==> config.mk <==
export PLATFORM = sky130hd
export DESIGN_NAME = us256_interp_flat
export DESIGN_NICKNAME = d
export VERILOG_FILES = /design/src/rtl/us256_interp_pkg.sv /design/src/rtl/us256_interp_if.sv /design/src/rtl/us256_linebuf.sv /design/src/rtl/us256_interp.sv /design/src/flat_wrapper.sv
export SDC_FILE = /design/constraint.sdc
export NUM_CORES = 2
export LEC_CHECK = 0
export CAP_MARGIN = 20
export CORE_MARGIN = 2
export CORE_UTILIZATION = 40
export CTS_CLUSTER_SIZE = 8
export DETAILED_ROUTE_END_ITERATION = 8
export PLACE_DENSITY_LB_ADDON = 0.08
export SETUP_SLACK_MARGIN = 0.02
export SYNTH_ARGS = -nofsm -noshare
export SYNTH_HDL_FRONTEND = slang
export SYNTH_SLANG_ARGS = --single-unit
==> constraint.sdc <==
create_clock -name clk -period 37 [get_ports clk]
set_clock_uncertainty 0.15 [all_clocks]
set_input_delay 3.7 -clock clk [delete_from_list [all_inputs] [get_ports clk]]
set_output_delay 3.7 -clock clk [all_outputs]
set_load 0.05 [all_outputs]
==> src/rtl/us256_interp_pkg.sv <==
// rtl/us256_interp_pkg.sv - shared constants, state enum and averaging helper
//
// Purpose : common definitions for the 3->4 upscaler.
//           - default input geometry (IN_W_DEF x IN_H_DEF)
//           - output geometry derivation (out_dim)
//           - line-phase state enum {ACTIVE, REPLAY}
//           - 8-bit two-tap average with a 9-bit sum and truncation
package us256_interp_pkg;

  localparam int IN_W_DEF = 192;
  localparam int IN_H_DEF = 144;
  localparam int PIX_W    = 8;

  // Every 3 input samples become 4 output samples.
  function automatic int out_dim(input int n);
    return (n * 4) / 3;
  endfunction

  localparam int OW_DEF = (IN_W_DEF * 4) / 3;
  localparam int OH_DEF = (IN_H_DEF * 4) / 3;

  // ACTIVE covers line phases 0..2 (input consumed), REPLAY is line phase 3.
  typedef enum logic {
    ACTIVE = 1'b0,
    REPLAY = 1'b1
  } state_t;

  // (a+b)>>1 with the carry kept, so 255+0 gives 127 and 1+2 gives 1.
  function automatic logic [PIX_W-1:0] avg8(input logic [PIX_W-1:0] a,
                                            input logic [PIX_W-1:0] b);
    logic [PIX_W:0] s;
    s = {1'b0, a} + {1'b0, b};
    return s[PIX_W:1];
  endfunction

endpackage

==> src/rtl/us256_interp_if.sv <==
// rtl/us256_interp_if.sv - pixel stream interface of the 3->4 upscaler
//
// Purpose : bundles the input and output pixel streams.
// Signals : din/din_valid/din_ready         - input pixel stream (raster order)
//           dout/dout_valid/dout_ready      - output pixel stream
//           dout_sof                        - output pixel (0,0) of a frame
//           dout_eol                        - last output pixel of a line
// Modports: master - pixel source and sink (the environment)
//           slave  - the upscaler
interface us256_interp_if;
  import us256_interp_pkg::*;

  logic [PIX_W-1:0] din;
  logic             din_valid;
  logic             din_ready;
  logic [PIX_W-1:0] dout;
  logic             dout_valid;
  logic             dout_ready;
  logic             dout_sof;
  logic             dout_eol;

  modport master (
    output din, din_valid, dout_ready,
    input  din_ready, dout, dout_valid, dout_sof, dout_eol
  );

  modport slave (
    input  din, din_valid, dout_ready,
    output din_ready, dout, dout_valid, dout_sof, dout_eol
  );

endinterface

==> src/rtl/us256_linebuf.sv <==
// rtl/us256_linebuf.sv - single-port line buffer with asynchronous read
//
// Purpose : holds one horizontally interpolated output line.
// Ports   : clk   - clock
//           we    - write enable, writes wdata to mem[addr] on the rising edge
//           addr  - shared read/write column address
//           wdata - word to store
//           rdata - current content of mem[addr] (combinational, so a same-
//                   cycle write still returns the old word)
// Contents are deliberately not reset.
module us256_linebuf #(
  parameter int DEPTH = 256,
  parameter int AW    = $clog2(DEPTH),
  parameter int DW    = 8
) (
  input  logic          clk,
  input  logic          we,
  input  logic [AW-1:0] addr,
  input  logic [DW-1:0] wdata,
  output logic [DW-1:0] rdata
);

  logic [DW-1:0] mem [DEPTH];

  always_ff @(posedge clk) begin
    if (we) begin
      mem[addr] <= wdata;
    end
  end

  assign rdata = mem[addr];

endmodule

==> src/rtl/us256_interp.sv <==
// rtl/us256_interp.sv - 3->4 horizontal and vertical linear upscaler
//
// Purpose : upscales an IN_W x IN_H 8-bit frame to (IN_W*4/3) x (IN_H*4/3).
//           Horizontally each triple i0,i1,i2 becomes i0,avg(i0,i1),
//           avg(i1,i2),i2. Vertically each group of three lines becomes
//           h0, avg(h0,h1), avg(h1,h2), h2 using one line buffer.
// Ports   : clk - clock, rising edge
//           rst - synchronous active-high reset
//           bus - pixel stream interface (slave side)
module us256_interp
  import us256_interp_pkg::*;
#(
  parameter int IN_W = IN_W_DEF,
  parameter int IN_H = IN_H_DEF
) (
  input  logic          clk,
  input  logic          rst,
  us256_interp_if.slave bus
);

  localparam int OW = out_dim(IN_W);
  localparam int OH = out_dim(IN_H);
  localparam int XW = $clog2(OW);
  localparam int YW = $clog2(OH);
  localparam logic [XW-1:0] X_LAST = XW'(OW - 1);
  localparam logic [YW-1:0] Y_LAST = YW'(OH - 1);

  state_t           state;
  logic [1:0]       hp;
  logic [1:0]       vp;
  logic [XW-1:0]    x;
  logic [YW-1:0]    y;
  logic [PIX_W-1:0] held;

  logic             slot_free;
  logic             take_input;
  logic             fire;
  logic             buf_we;
  logic [PIX_W-1:0] h;
  logic [PIX_W-1:0] m;
  logic [PIX_W-1:0] pix;

  // The output register can be loaded when empty or being drained.
  assign slot_free  = !bus.dout_valid || bus.dout_ready;
  // hp3 and the whole REPLAY line produce output without consuming input.
  assign take_input = (state == ACTIVE) && (hp != 2'd3);
  assign bus.din_ready = slot_free && take_input;
  assign fire       = slot_free && (!take_input || bus.din_valid);
  assign buf_we     = fire && (state == ACTIVE);

  // held carries the previous input of the triple (i0, i1, then i2 for hp3).
  always_comb begin
    h = held;
    case (hp)
      2'd0:       h = bus.din;
      2'd1, 2'd2: h = avg8(held, bus.din);
      default:    h = held;
    endcase

    pix = h;
    if (state == REPLAY) begin
      pix = m;
    end else if (vp != 2'd0) begin
      pix = avg8(m, h);
    end
  end

  us256_linebuf #(
    .DEPTH (OW),
    .AW    (XW),
    .DW    (PIX_W)
  ) u_linebuf (
    .clk   (clk),
    .we    (buf_we),
    .addr  (x),
    .wdata (h),
    .rdata (m)
  );

  always_ff @(posedge clk) begin
    if (rst) begin
      state          <= ACTIVE;
      hp             <= 2'd0;
      vp             <= 2'd0;
      x              <= '0;
      y              <= '0;
      held           <= '0;
      bus.dout       <= '0;
      bus.dout_valid <= 1'b0;
      bus.dout_sof   <= 1'b0;
      bus.dout_eol   <= 1'b0;
    end else if (fire) begin
      bus.dout       <= pix;
      bus.dout_valid <= 1'b1;
      bus.dout_sof   <= (x == '0) && (y == '0);
      bus.dout_eol   <= (x == X_LAST);
      if (take_input) begin
        held <= bus.din;
      end
      // OW is a multiple of 4, so hp is back at 0 when REPLAY starts.
      if (state == ACTIVE) begin
        hp <= hp + 2'd1;
      end
      if (x == X_LAST) begin
        x <= '0;
        if (state == REPLAY) begin
          state <= ACTIVE;
          vp    <= 2'd0;
        end else if (vp == 2'd2) begin
          state <= REPLAY;
          vp    <= 2'd3;
        end else begin
          vp <= vp + 2'd1;
        end
        if (y == Y_LAST) begin
          y     <= '0;
          state <= ACTIVE;
          vp    <= 2'd0;
        end else begin
          y <= y + 1'b1;
        end
      end else begin
        x <= x + 1'b1;
      end
    end else if (bus.dout_ready) begin
      bus.dout_valid <= 1'b0;
    end
  end

endmodule
==> src/flat_wrapper.sv <==
// flat-port wrapper written by rule: the top's interface ports become plain ports
module us256_interp_flat import us256_interp_pkg::*;
#(
  parameter int IN_W = IN_W_DEF,
  parameter int IN_H = IN_H_DEF
)
  (clk, rst, bus_din, bus_din_valid, bus_dout_ready, bus_din_ready, bus_dout, bus_dout_valid, bus_dout_sof, bus_dout_eol);
  us256_interp_if bus_i ();
  input  logic clk;
  input  logic rst;
  input wire logic [$bits(bus_i.din)-1:0] bus_din;
  input wire logic [$bits(bus_i.din_valid)-1:0] bus_din_valid;
  input wire logic [$bits(bus_i.dout_ready)-1:0] bus_dout_ready;
  output wire logic [$bits(bus_i.din_ready)-1:0] bus_din_ready;
  output wire logic [$bits(bus_i.dout)-1:0] bus_dout;
  output wire logic [$bits(bus_i.dout_valid)-1:0] bus_dout_valid;
  output wire logic [$bits(bus_i.dout_sof)-1:0] bus_dout_sof;
  output wire logic [$bits(bus_i.dout_eol)-1:0] bus_dout_eol;
  assign bus_i.din = bus_din;
  assign bus_i.din_valid = bus_din_valid;
  assign bus_i.dout_ready = bus_dout_ready;
  assign bus_din_ready = bus_i.din_ready;
  assign bus_dout = bus_i.dout;
  assign bus_dout_valid = bus_i.dout_valid;
  assign bus_dout_sof = bus_i.dout_sof;
  assign bus_dout_eol = bus_i.dout_eol;
  us256_interp #(.IN_W(IN_W), .IN_H(IN_H)) u_core (.clk(clk), .rst(rst), .bus(bus_i));
endmodule
Yosys cells after proc, flatten, opt, wreduce, memory -nomap -nowiden
Memories as Yosys holds them, arrays and structs flattened. A register that Yosys moved wholly into a read port is not among the register bits.
Cells that the tools add are included.
{"block": "word_totals", "input_bits": 12, "word_cells": 59, "memories": 1, "mem_bits_rw": 2048, "regBits": 40}
{"name": "u_core.u_linebuf.mem", "depth": 256, "width": 8, "rd": 1, "rd_ports_with_merged_regs": 1, "write_ports": 1, "line_no": "us256_linebuf.sv:23", "rtl": "logic [DW-1:0] mem [DEPTH];"}
{"block": "classes", "bitwise": 1, "n_reduce_logical": 18, "n_mux": 17, "n_addsub": 6, "n_eq_ne": 6}
{"cell": "2-to-1 mux 8 bit", "count": 6}
{"cell": "adder 8 x 8 -> 9 bit", "count": 2}
{"cell": "adder 8 x 1 -> 8 bit, second input constant", "count": 2}
{"cell": "equality test 8 bit, second input constant", "count": 2}
{"cell": "zero test 8 bit", "count": 2}
{"cell": "one-hot mux 8 bit (2 select lines)", "count": 1}
{"cell": "2-to-1 mux 1 bit", "count": 7}
{"cell": "2-to-1 mux 2 bit", "count": 3}
{"cell": "AND reduction 2 bit", "count": 3}
{"cell": "logical AND 1 bit", "count": 5}
{"cell": "adder 2 x 1 -> 2 bit, second input constant", "count": 2}
{"cell": "equality test 2 bit, second input constant", "count": 2}
{"cell": "nonzero test 2 bit", "count": 2}
{"cell": "equality test 2 x 1 -> 1 bit, second input constant", "count": 1}
{"cell": "zero test 1 bit", "count": 2}
{"cell": "zero test 2 bit", "count": 1}
{"cell": "logical OR 1 bit", "count": 2}
{"cell": "!= test 2 bit, second input constant", "count": 1}
{"cell": "OR reduction 2 bit", "count": 1}
{"cell": "inverter 1 bit", "count": 1}

Longest topological paths before layout
{"block": "depth", "depth_word": 8, "depth_mapped": 20, "depth_no_buf": 16}

By module
From an unflattened synthesis, not the netlist that was laid out.
{"block": "unflattened", "hier_cells": 3862, "hier_area_um2": 81055.2}
{"mod": "us256_linebuf", "instances": 1, "seq_area_each_um2": 61499.0, "area_each_um2": 78332.6, "cells_each": 3539}
{"mod": "us256_interp", "instances": 1, "seq_area_each_um2": 800.8, "area_each_um2": 2722.6, "cells_each": 323}

Worst setup path after synthesis
OpenSTA, ideal clock, no wires.
{"block": "synth_timing", "kind": "input -> register", "startpoint": "input port bus_din[1]", "endpoint": "register u_core.bus.dout[6]", "path_buffers": 0, "setup_slack_ns": 19.421, "path_stages": 16, "arrival_ns": 17.344, "path_cell_list": "ha_1 a31o_2 a21oi_1 o21ai_0 a21o_1 a21oi_1 xnor2_1 a22oi_1 o21ai_0 ha_1 inv_1 nor2_1 nor2_1 nand2_1 mux2_2 a211oi_1"}
{"block": "synth_between", "elab_chain_len": 5}
{"element": "start, declared", "line_no": "flat_wrapper.sv:11", "rtl": "input wire logic [$bits(bus_i.din)-1:0] bus_din;"}
{"element": "adder 8 x 8 -> 9 bit *", "line_no": "us256_interp_pkg.sv:32", "rtl": "s = {1'b0, a} + {1'b0, b};"}
{"element": "one-hot mux 8 bit (2 select lines) *", "line_no": "us256_interp.sv:54", "rtl": "case (hp)"}
{"element": "named net u_core.h[6]", "line_no": "us256_interp.sv:39", "rtl": "logic [PIX_W-1:0] h;"}
{"element": "adder 8 x 8 -> 9 bit", "line_no": "us256_interp_pkg.sv:32"}
{"element": "2-to-1 mux 8 bit *", "line_no": "us256_interp.sv:63", "rtl": "end else if (vp != 2'd0) begin"}
{"element": "2-to-1 mux 8 bit *", "line_no": "us256_interp.sv:61", "rtl": "if (state == REPLAY) begin"}
{"element": "end signal, assigned", "line_no": "us256_interp.sv:93", "rtl": "bus.dout <= pix;"}
{"element": "end, declared", "line_no": "us256_interp_if.sv:29", "rtl": "output din_ready, dout, dout_valid, dout_sof, dout_eol"}
The timed path passes the listed nets; every way through them passes the cells marked *.
A chain may end at the register's enable or synchronous reset.

Final worst setup path
{"block": "layout_timing", "startpoint": "input port bus_dout_ready", "endpoint": "output port bus_din_ready"}
{"block": "layout_between", "elab_chain_len": 2}
{"element": "start, declared", "line_no": "flat_wrapper.sv:13", "rtl": "input wire logic [$bits(bus_i.dout_ready)-1:0] bus_dout_ready;"}
{"element": "logical OR 1 bit", "line_no": "us256_interp.sv:44", "rtl": "assign slot_free = !bus.dout_valid || bus.dout_ready;"}
{"element": "logical AND 1 bit", "line_no": "us256_interp.sv:47", "rtl": "assign bus.din_ready = slot_free && take_input;"}
{"element": "end, declared", "line_no": "flat_wrapper.sv:14", "rtl": "output wire logic [$bits(bus_i.din_ready)-1:0] bus_din_ready;"}
Every way passes these cells.

==> impl_metrics.py <==
metrics = {
    "run_status": {
        "status": "finished, final reports clean",
    },
    "yosys": {
        "postSynthCellCount": 3844,
        "syn_area_per_cell_um2": 21.4,
        "synth_top_cell_by_area": "edfxtp_1",
        "synth_warnings": 0,
        "ys_top_cells_by_area": "edfxtp_1, mux4_2, nor2_1",
        "async_reset_ff_frac": 0,
        "ys.flop_type": "edfxtp_1",
        "netlist_area_um2": 82100,
        "synth_edf_count": 2048,
        "ys_seq_elements": 2096,
        "yosysSeqAreaShare": 0.761,
        "yosysUniqueCellTypes": 66,
        "synthTopCellsByCount": "edfxtp_1, mux4_2, nor2_1",
        "netlist.area_leader.share": 0.749,
        "synth_fp_nets": 3882,
        "yosysMostFrequentCell": "edfxtp_1",
    },
    "setup_path": {
        "crit_path_max_incr_delay_ps": 820,
        "critical_path_class": "in -> out",
        "start_kind": "input pin",
        "cp_common_cell": "clkdlybuf4s50_1",
        "cp-startpoint": "bus_dout_ready",
        "cp_max_fo": 10,
        "end_kind": "primary output",
        "cp_data_arrival_time_ps": 5490,
        "path_buf_inv": 3,
        "required_ps": 33150,
        "path_cells": "clkdlybuf4s50_1 > nor2b_1 > nor3_1 > clkbuf_4 > clkdlybuf4s50_1",
        "critical_path.slowest_cell": "clkdlybuf4s50_1",
        "cpLargestDelayFamily": "buffers and inverters",
    },
    "power": {
        "p_comb_frac": 0.078,
        "p_sw_mw": 1.28,
        "ir_drop_v": 0.0000556,
        "intPower_mw": 4.38,
        "p_seq_frac": 0.486,
        "sw_frac_of_total": 0.226,
        "leakage_nw": 28.2,
        "power_density_nw_per_um2": 60.3,
        "clockPowerShare": 0.435,
    },
    "die": {
        "dieHeight_um": 457,
        "core_area_um2": 204000,
        "start_util": 0.402,
        "pin_count": 24,
        "rows": 166,
        "dieArea_um2": 209000,
        "die_w_um": 457,
    },
    "worst_hold_path": {
        "min_from": "u_core.bus.dout[3]",
        "hold_path.class": "reg -> reg",
    },
    "timing": {
        "max_freq_ghz": 0.107,
        "finalMaxSlewViolations": 0,
        "fin_ws_ps": 27660,
        "rsz0062_at_grt": "no",
        "relSlewSlack": 0.166,
        "tightest_slew_ps": 1250,
        "fin_crit_ps": 9340,
        "setup_viol": 0,
        "finalCritPeriodShare": 0.252,
        "setup_tns_ps": 0,
        "finalHoldViolCount": 0,
    },
    "clocking": {
        "postCtsSetupRepairBufs": 0,
        "cts_resized": 0,
        "cts-root-buf": "clkbuf_16",
        "cts_tree": "yes",
        "hold_buffers": 0,
        "clockBufferDepth": 4,
        "cts.sinks": 2096,
        "clkLatencyLatePin_ps": 940,
        "cts_buffers": 312,
        "htreeDepth": 5,
        "cts.clk_slew.worst_paths_ps": 50,
    },
    "detailed_routing": {
        "final_antenna_net_count": 0,
        "detail_route.wl_per_cell_um": 34.4,
        "drc": 0,
        "vias": 39734,
        "routed_wirelength_um": 234000,
        "drt_iter0_drc": 4385,
        "first_pass_iters": 5,
        "viasPerCell": 5.85,
    },
    "placement": {
        "place_ws_ps": 27090,
        "gp_congestion": 0.804,
        "io_buffers": 23,
        "dp_hpwl_um": 140000,
    },
    "final_layout": {
        "fillers": 17030,
        "syn_to_final_growth_pct": 14.3,
        "final_nets": 4093,
        "drive_above_1_share": 0.259,
    },
    "global_routing": {
        "first_global_vias": 40930,
        "grt_max_degree": 202,
        "grt_usage": 0.224,
        "grt_overflow": 0,
        "grt_pass1_wl_um": 325000,
        "grt_antenna_before_repair": 18,
    },
    "run": {
        "cap_viol_max_count": 0,
    },
}
stage by stage:
| stage | util | power, mW | hold slack [ps] | cells | cell area (um2) |
|---|---|---|---|---|---|
| after global routing | 0.459 | 5.83 | 333 | 6787 | 93900 |
| after CTS | 0.459 | 5.72 | 313 | 6781 | 93800 |
| after floorplan | - | 3.12 | 303 | 3844 | 82100 |
| after detailed placement | 0.419 | 3.25 | 305 | 6424 | 85600 |
| final | 0.459 | 5.66 | 307 | 6790 | 93900 |
| after global placement | 0.419 | 3.24 | 294 | 6422 | 85600 |
layout by cell type, fill, tap and decap left out, types with 8 or more instances in the layout:
cell             instances
o22ai_1                 14
nor3_1                  18
nand3_1                 40
mux2i_1                 49
a22oi_1                 45
xor2_1                  11
ha_1                    24
buf_12                   9
dfxtp_1                 41
inv_1                   23
mux4_2                 586
a22o_1                  14
nand2b_1                12
nand2_1                 93
clkdlybuf4s50_1         23
clkbuf_16              318
a211oi_1                13
edfxtp_1              2048
xnor2_1                 11
a31oi_1                  8
o21ai_0                 28
mux2_2                   9
nor2_1                 314
a21oi_1                 43
nor2b_1                 23
a221oi_1                17
nand3_2                 16
clkbuf_1                33
buf_4                   79
nand4_1                 12
cell families after synthesis:
group | synth area share
xor gates and xnor gates | 0.00235
and+or+nand+nor | 0.0306
adders and majority gates | 0.00415
DFF | 0.761
AOI/OAI and AO/OA | 0.0200
buffers and inverters | 0.0142
muxes | 0.168
power by group through the flow:
stage | registers, mW | logic [mW] | clock network (mW)
2_1_floorplan | 2.87 | 0.246 | 0
3_3_place_gp | 2.79 | 0.449 | 0
3_5_place_dp | 2.79 | 0.456 | 0
4_1_cts | 2.75 | 0.455 | 2.51
5_1_grt | 2.75 | 0.477 | 2.60
6_report | 2.75 | 0.443 | 2.46
worst min-delay path: cells and delay by family (launching register included):
kind,cells,cell delay (ps)
flops,1,300
compound gates,1,50
simple gates,1,50
state kept, by name, indices dropped and copies added (netlist names), named ones only:
signal / flops
u_core.bus.dout_sof: 1
u_core.state: 1
u_core.bus.dout: 8
u_core.bus.dout_eol: 1
u_core.bus.dout_valid: 1
u_core.hp: 2
u_core.u_linebuf.mem: 2048
u_core.held: 8
u_core.x: 8
u_core.y: 8
u_core.vp: 2
cell type report:
| class | instances | area (um2) | area share |
|---|---|---|---|
| diodes | 4 | 10.0 | 0.000107 |
| clock buffers | 351 | 8080 | 0.0861 |
| clock inverters | 6 | 55.1 | 0.000586 |
| inverters | 25 | 101 | 0.00108 |
| multi-input cells | 1503 | 18700 | 0.199 |
| flip-flops and latches | 2096 | 62500 | 0.666 |
| well taps | 2688 | 3360 | 0.0358 |
| repair buffers | 117 | 1110 | 0.0119 |
worst paths after layout:
path                              to  slack, ps  cells after the start
setup / recovery       bus_din_ready      27660                      5
setup reg to reg  u_core.bus.dout[5]      30260                     15
hold / removal    u_core.bus.dout[3]        310                      2
hold reg to reg   u_core.bus.dout[3]        310                      2
routing by layer:
layer	vias up	GRT usage	routed length, um
met1	21503	0.319	101000
met3	351	0.0561	17900
met5	-	0	34
met2	1513	0.340	108000
li1	16361	-	-
met4	6	0.0674	6420
Power figures use the tool's default switching activity.
